[config.mk]
export PLATFORM = sky130hd
export DESIGN_NAME = count_tracker
export DESIGN_NICKNAME = d
export VERILOG_FILES = /design/src/rtl/count_tracker_pkg.sv /design/src/rtl/count_tracker_step_classifier.sv /design/src/rtl/count_tracker.sv
export SDC_FILE = /design/constraint.sdc
export NUM_CORES = 1
export LEC_CHECK = 0
export CAP_MARGIN = 20
export CORE_MARGIN = 5
export CORE_UTILIZATION = 58
export DETAILED_ROUTE_END_ITERATION = 10
export GPL_ROUTABILITY_DRIVEN = 0
export PLACE_DENSITY = 0.84
export SLEW_MARGIN = 40
export SYNTH_ARGS = -nofsm -noshare
export SYNTH_HDL_FRONTEND = slang
export SYNTH_HIERARCHICAL = 1
export SYNTH_SLANG_ARGS = --single-unit
export TNS_END_PERCENT = 30
[constraint.sdc]
create_clock -name clk -period 6.5 [get_ports clk]
set_input_delay 1.95 -clock clk [delete_from_list [all_inputs] [get_ports clk]]
set_output_delay 1.95 -clock clk [all_outputs]
set_load 0.01 [all_outputs]
[src/rtl/count_tracker_pkg.sv]
// Shared types and constants for the count_tracker monitor and its step classifier.
`default_nettype none

package count_tracker_pkg;

    typedef enum logic [1:0] {
        UNLOCKED = 2'd0,
        LOCKED   = 2'd1,
        FAULT    = 2'd2
    } state_t;

    localparam logic [1:0] DIR_HOLD = 2'b00;
    localparam logic [1:0] DIR_UP   = 2'b01;
    localparam logic [1:0] DIR_DN   = 2'b10;
    localparam logic [1:0] DIR_ILL  = 2'b11;

    localparam logic [7:0] ERR_CNT_MAX = 8'd255;

endpackage

`default_nettype wire

[src/rtl/count_tracker_step_classifier.sv]
// step_classifier: combinational classification of one observed count transition.
`default_nettype none

module step_classifier
    import count_tracker_pkg::*;
#(
    parameter int WIDTH = 4
) (
    input  logic [WIDTH-1:0] last_i,
    input  logic [WIDTH-1:0] count_i,
    output logic [1:0]       dir_o,
    output logic             wrap_up_o,
    output logic             wrap_dn_o
);

    logic [WIDTH-1:0] delta;

    always_comb begin
        delta     = count_i - last_i;
        dir_o     = DIR_ILL;
        wrap_up_o = 1'b0;
        wrap_dn_o = 1'b0;
        // Up-step is tested before down-step so a 1-bit bus reads +1 as up.
        if (delta == '0) begin
            dir_o = DIR_HOLD;
        end else if (delta == WIDTH'(1)) begin
            dir_o     = DIR_UP;
            wrap_up_o = &last_i;
        end else if (&delta) begin
            dir_o     = DIR_DN;
            wrap_dn_o = (last_i == '0);
        end
    end

endmodule

`default_nettype wire

[src/rtl/count_tracker.sv]
// count_tracker: decodes an observed up/down count bus into steps and an extended
// position, tracking lock and declaring FAULT after repeated illegal jumps.
`default_nettype none

module count_tracker
    import count_tracker_pkg::*;
#(
    parameter int WIDTH     = 4,
    parameter int EXT_WIDTH = 8,
    parameter int ERR_LIMIT = 3
) (
    input  logic                 clk,
    input  logic                 reset_n,
    input  logic                 sample_valid,
    input  logic [WIDTH-1:0]     count_in,
    input  logic                 clear,
    output logic [EXT_WIDTH-1:0] position,
    output logic [1:0]           dir,
    output logic                 step_valid,
    output logic                 wrap_up,
    output logic                 wrap_dn,
    output logic                 err,
    output logic                 locked,
    output logic [7:0]           err_cnt
);

    localparam logic [3:0] C_ERR_LIMIT = 4'(ERR_LIMIT);

    state_t                state_q, state_d;
    logic [WIDTH-1:0]      last_q, last_d;
    logic [EXT_WIDTH-1:0]  pos_q, pos_d;
    logic [1:0]            dir_q, dir_d;
    logic                  step_q, step_d;
    logic                  wrap_up_q, wrap_up_d;
    logic                  wrap_dn_q, wrap_dn_d;
    logic                  err_q, err_d;
    logic                  locked_q, locked_d;
    logic [7:0]            err_cnt_q, err_cnt_d;
    logic [3:0]            cons_q, cons_d;

    logic [1:0]            w_dir;
    logic                  w_wrap_up;
    logic                  w_wrap_dn;

    step_classifier #(.WIDTH(WIDTH)) u_step_classifier (
        .last_i    (last_q),
        .count_i   (count_in),
        .dir_o     (w_dir),
        .wrap_up_o (w_wrap_up),
        .wrap_dn_o (w_wrap_dn)
    );

    always_comb begin
        state_d   = state_q;
        last_d    = last_q;
        pos_d     = pos_q;
        dir_d     = dir_q;
        step_d    = 1'b0;
        wrap_up_d = 1'b0;
        wrap_dn_d = 1'b0;
        err_d     = 1'b0;
        err_cnt_d = err_cnt_q;
        cons_d    = cons_q;

        // clear discards any coincident sample; position/dir/last are kept.
        if (clear) begin
            state_d   = UNLOCKED;
            err_cnt_d = '0;
            cons_d    = '0;
        end else if (sample_valid) begin
            case (state_q)
                UNLOCKED: begin
                    last_d  = count_in;
                    pos_d   = {{(EXT_WIDTH-WIDTH){1'b0}}, count_in};
                    dir_d   = DIR_HOLD;
                    step_d  = 1'b1;
                    state_d = LOCKED;
                end
                LOCKED: begin
                    last_d = count_in;
                    dir_d  = w_dir;
                    step_d = 1'b1;
                    if (w_dir == DIR_ILL) begin
                        err_d = 1'b1;
                        if (err_cnt_q != ERR_CNT_MAX) begin
                            err_cnt_d = err_cnt_q + 8'd1;
                        end
                        cons_d = cons_q + 4'd1;
                        if (cons_q + 4'd1 == C_ERR_LIMIT) begin
                            state_d = FAULT;
                        end
                    end else begin
                        cons_d = '0;
                        if (w_dir == DIR_UP) begin
                            pos_d     = pos_q + EXT_WIDTH'(1);
                            wrap_up_d = w_wrap_up;
                        end else if (w_dir == DIR_DN) begin
                            pos_d     = pos_q - EXT_WIDTH'(1);
                            wrap_dn_d = w_wrap_dn;
                        end
                    end
                end
                default: ;
            endcase
        end

        locked_d = (state_d == LOCKED);
    end

    always_ff @(posedge clk or negedge reset_n) begin
        if (!reset_n) begin
            state_q   <= UNLOCKED;
            last_q    <= '0;
            pos_q     <= '0;
            dir_q     <= DIR_HOLD;
            step_q    <= 1'b0;
            wrap_up_q <= 1'b0;
            wrap_dn_q <= 1'b0;
            err_q     <= 1'b0;
            locked_q  <= 1'b0;
            err_cnt_q <= '0;
            cons_q    <= '0;
        end else begin
            state_q   <= state_d;
            last_q    <= last_d;
            pos_q     <= pos_d;
            dir_q     <= dir_d;
            step_q    <= step_d;
            wrap_up_q <= wrap_up_d;
            wrap_dn_q <= wrap_dn_d;
            err_q     <= err_d;
            locked_q  <= locked_d;
            err_cnt_q <= err_cnt_d;
            cons_q    <= cons_d;
        end
    end

    assign position   = pos_q;
    assign dir        = dir_q;
    assign step_valid = step_q;
    assign wrap_up    = wrap_up_q;
    assign wrap_dn    = wrap_dn_q;
    assign err        = err_q;
    assign locked     = locked_q;
    assign err_cnt    = err_cnt_q;

endmodule

`default_nettype wire
==> metrics.md <==
| Metric | Value |
|---|---|
| Logic depth of the worst register-to-register path | 13 |
| Number of cells upsized or downsized after cts | 0 |
| Status | finished clean |
| Number of hold-repair buffers added at the cts stage | 0 |
| DRC violation total after the first TritonRoute iteration | 127 |
| Slew of the pin with the lowest slew margin | 0.765 ns |
| Worst Hold Class | flop to flop |
| Max Slew Vio Count | 0 |
| Number of flip-flops and latches in the synthesized netlist | 33 |
| Count of antenna diodes in the layout | 0 |
| Main combinational cell family by area after synthesis | simple AND/OR/NAND/NOR gates |
| Synth top area share | 0.408 |
| Clock root buffer | clkbuf_4 |
| Clock Latency Late Sink | 0.34 ns |
| Vertical die dimension | 69.0 um |
| Initial cell density of the core | 0.601 |
| Floorplan die width | 69.0 um |
| Worst slack after detailed placement | 0.658 ns |
| Total non-filler cell area in the finished layout | 0.00242 mm^2 |
| Post-Syn Nets | 236 |
| Post-Synthesis Cells | 211 |
| Syn Std Cell Area | 0.00202 mm^2 |
| Worst Hold Depth | 2 |
| Maximum buffer depth of the clock tree | 2 |
| Share of post-route cells with drive strength above 1 | 0.0779 |
| Average cell area after synthesis | 9.58 um^2 |
| Minimum setup slack among reg-to-reg paths | 2.74 ns |
| CTS tree | yes |
| Post-route non-filler standard cell count | 290 |
| Leading cell types by total area after synthesis | dfrtp_1, ha_1, nand2_1 |
| Final WS setup | 1.01 ns |
| Via/cell ratio | 5.58 |
| Count of flip-flops with a built-in enable after synthesis | 0 |
| Maximum fanout along the worst path | 8 |
| Placed cell areas | 0.00236 mm^2 |
| Library cell occupying the most area in the post-synthesis netlist | dfrtp_1 |
| Asr flop ratio synth | 1.00 |
| Worst VDD drop | 188 uV |
| Proportion of power drawn by combinational gates | 0.497 |
| Minimum clock period after layout | 5.49 ns |
| Worst hold start | position[5] |
| Antenna violations before repair | 0 |
| Area share of xor/xnor cells in the synthesized design | 0.0563 |
| HPWL after detailed placement | 2.96 mm |
| Vias in the first global route | 1612 |
| Number of CTS-inserted buffers | 5 |
| Endpoints failing hold | 0 |
| Achievable frequency | 182 MHz |
| Area fraction in compound gates after synthesis | 0.148 |
| WHS Endpoint | position[5] |
| Leak Pwr | 1.02 nW |
| Crit share post-route | 0.844 |
| Worst R2R End | position[7] |
| Remaining max-slew budget at the tightest pin | 0.488 |
| Overall via count from detail_route | 1619 |
| Detailed Routing Iterations Pass 1 | 4 |
| Routed Antenna Nets | 0 |
| Multiplexer area fraction after synthesis | 0.0433 |
| Overall power consumption | 755 uW |
| First-pass GRT wire length | 7.24 mm |
| Sum of overflow across all layers after global routing | 0 |
| Total Die Area | 0.00477 mm^2 |
| Portion of the post-synthesis area used by sequential elements | 0.408 |
| Arithmetic-cell share of the synthesized area counting full adders, half adders and majority gates | 0.113 |
| Part of the power in the clock network | 0.149 |
| Synth Warn # | 6 |
| Accumulated negative setup slack | 0 ns |
| Sequential power share | 0.354 |
| Reg-to-reg critical path startpoint | last_q[0] |
| Number of placed instances with taps included | 282 |
| Crit Path Category | primary input to flop |
| Post-synth cell types | 44 |
| Worst setup SP type | primary input |
| Data arrival time at the worst-slack endpoint | 5.75 ns |
| Internal power | 457 uW |
| Maximum level of the CTS H-tree | 2 |
| Io pins | 31 |
| Area share of and/or/nand/nor cells after synthesis | 0.189 |
| Core Util, Final | 0.718 |
| Net switching power figure | 298 uW |
| Final #Nets | 268 |
| Required time at the endpoint of the critical path | 6.76 ns |
| Largest net degree at the start of global routing | 34 |
| Number of buffers inserted to repair setup after CTS | 0 |
| Area growth syn-to-layout | 19.5% |
| Clock sink total | 33 |
| Count of unresolved DRC violations after routing | 0 |
| Clock transition at the register clock pins on the worst setup and hold paths after CTS | 0.10 ns |
| Wirelength per Cell | 14.0 um |
| Max Cap Violations | 0 |
| Unrepaired setup endpoints after global routing | no |
| Primary flip-flop cell chosen by synthesis mapping | dfrtp_1 |
| Final Skew | 0.00358 ns |
| Count of filler cells inserted in the layout | 266 |
| Fraction of power spent switching nets | 0.394 |
| Endpoint class of the critical path | flop |
| Final setup violation count | 0 |
| Port-buffer cells | 30 |
| Detailed-route wire length | 4.06 mm |
| Cell row count | 21 |
| Core area | 0.00336 mm^2 |
| Worst hold margin | 0.532 ns |
| Global-route usage over all layers | 0.184 |
| Cell area power density | 313 mW/mm^2 |
## per-layer routing
layer / up-vias / GRT usage / share of wire
met5: - / 0 / 0
met3: 9 / 0.0509 / 0.069
li1: 802 / - / -
met2: 48 / 0.288 / 0.47
met1: 760 / 0.236 / 0.45
met4: 0 / 0.0846 / 0.015
## kinds of logic after synthesis
logic type,Yosys count
simple gates,73
compound gates,46
flops,33
buf+inv,21
fa+ha+maj,17
xor+xnor,13
mux,8
## state kept, by name (all words and copies together), names as in the netlist
signal      count
cons_q          4
dir             2
err             1
err_cnt         8
last_q          4
locked          1
position        8
state_q         2
step_valid      1
wrap_dn         1
wrap_up         1
## Yosys cell counts, drive strengths merged, types with 2 or more instances
cell type	count
nor3	5
or2	2
mux2i	2
o211ai	2
mux2	6
a21oi	12
xor2	5
nand2	19
nor2	16
inv	15
ha	15
nor4	3
fa	2
o21bai	2
nor3b	2
buf	5
dfrtp	33
or3	3
o31ai	3
a21o	2
a211oi	4
and3	2
xnor2	8
nand3	9
o21ai	18
nand4	2
nand3b	2
nor2b	3
## how the worst max path moves through the flow
stage	startpoint	endpoint	depth (start not counted)	slack (ns)
finish	count_in[0]	position[7]	15	1.01
CTS	count_in[0]	position[7]	15	1.01
floorplan	count_in[0]	position[7]	14	1.44
detailed placement	count_in[0]	position[7]	15	0.66
global route	count_in[0]	position[6]	15	0.78
global placement	count_in[0]	position[7]	15	0.78
## cell usage in the layout (no fill, tap or decap), drive strengths merged, types with 3 or more instances in the layout
cell / n
a211oi: 4
a21oi: 12
clkbuf: 6
clkdlybuf4s50: 30
dfrtp: 33
ha: 15
inv: 15
mux2: 6
nand2: 19
nand3: 9
nor2: 16
nor2b: 3
nor3: 5
nor4: 3
o21ai: 18
o31ai: 3
or3: 3
xnor2: 8
xor2: 5
## cell type report
class	count	area (um^2)	share of cell area
inverter	15	56.3	0.0233
tap	46	57.6	0.0238
clock inverter	2	10.0	0.00414
sequential	33	826	0.342
clock buffer	6	41.3	0.0171
multi-input combinational	157	1120	0.462
timing repair buffer	31	308	0.127
## critical path, cell delays in order
cell and delay (ns):
clkdlybuf4s50_1 0.50, inv_1 0.06, ha_1 0.20, fa_1 0.38, xor2_1 0.20, or3_1 0.33
mux2_1 0.35, ha_1 0.25, inv_1 0.22, ha_1 0.31, a211oi_2 0.25, o211ai_1 0.15
and3_1 0.19, or2_0 0.23, o211ai_1 0.19
## power by group through the flow
stage               registers, mW  clock network (mW)  logic, mW
floorplan                   0.279                   0      0.253
global placement            0.271                   0      0.361
detailed placement          0.272                   0      0.369
CTS                         0.268               0.116      0.375
global route                0.274               0.124      0.419
finish                      0.267               0.112      0.376
Note: power is estimated with default switching activity, not from simulation.
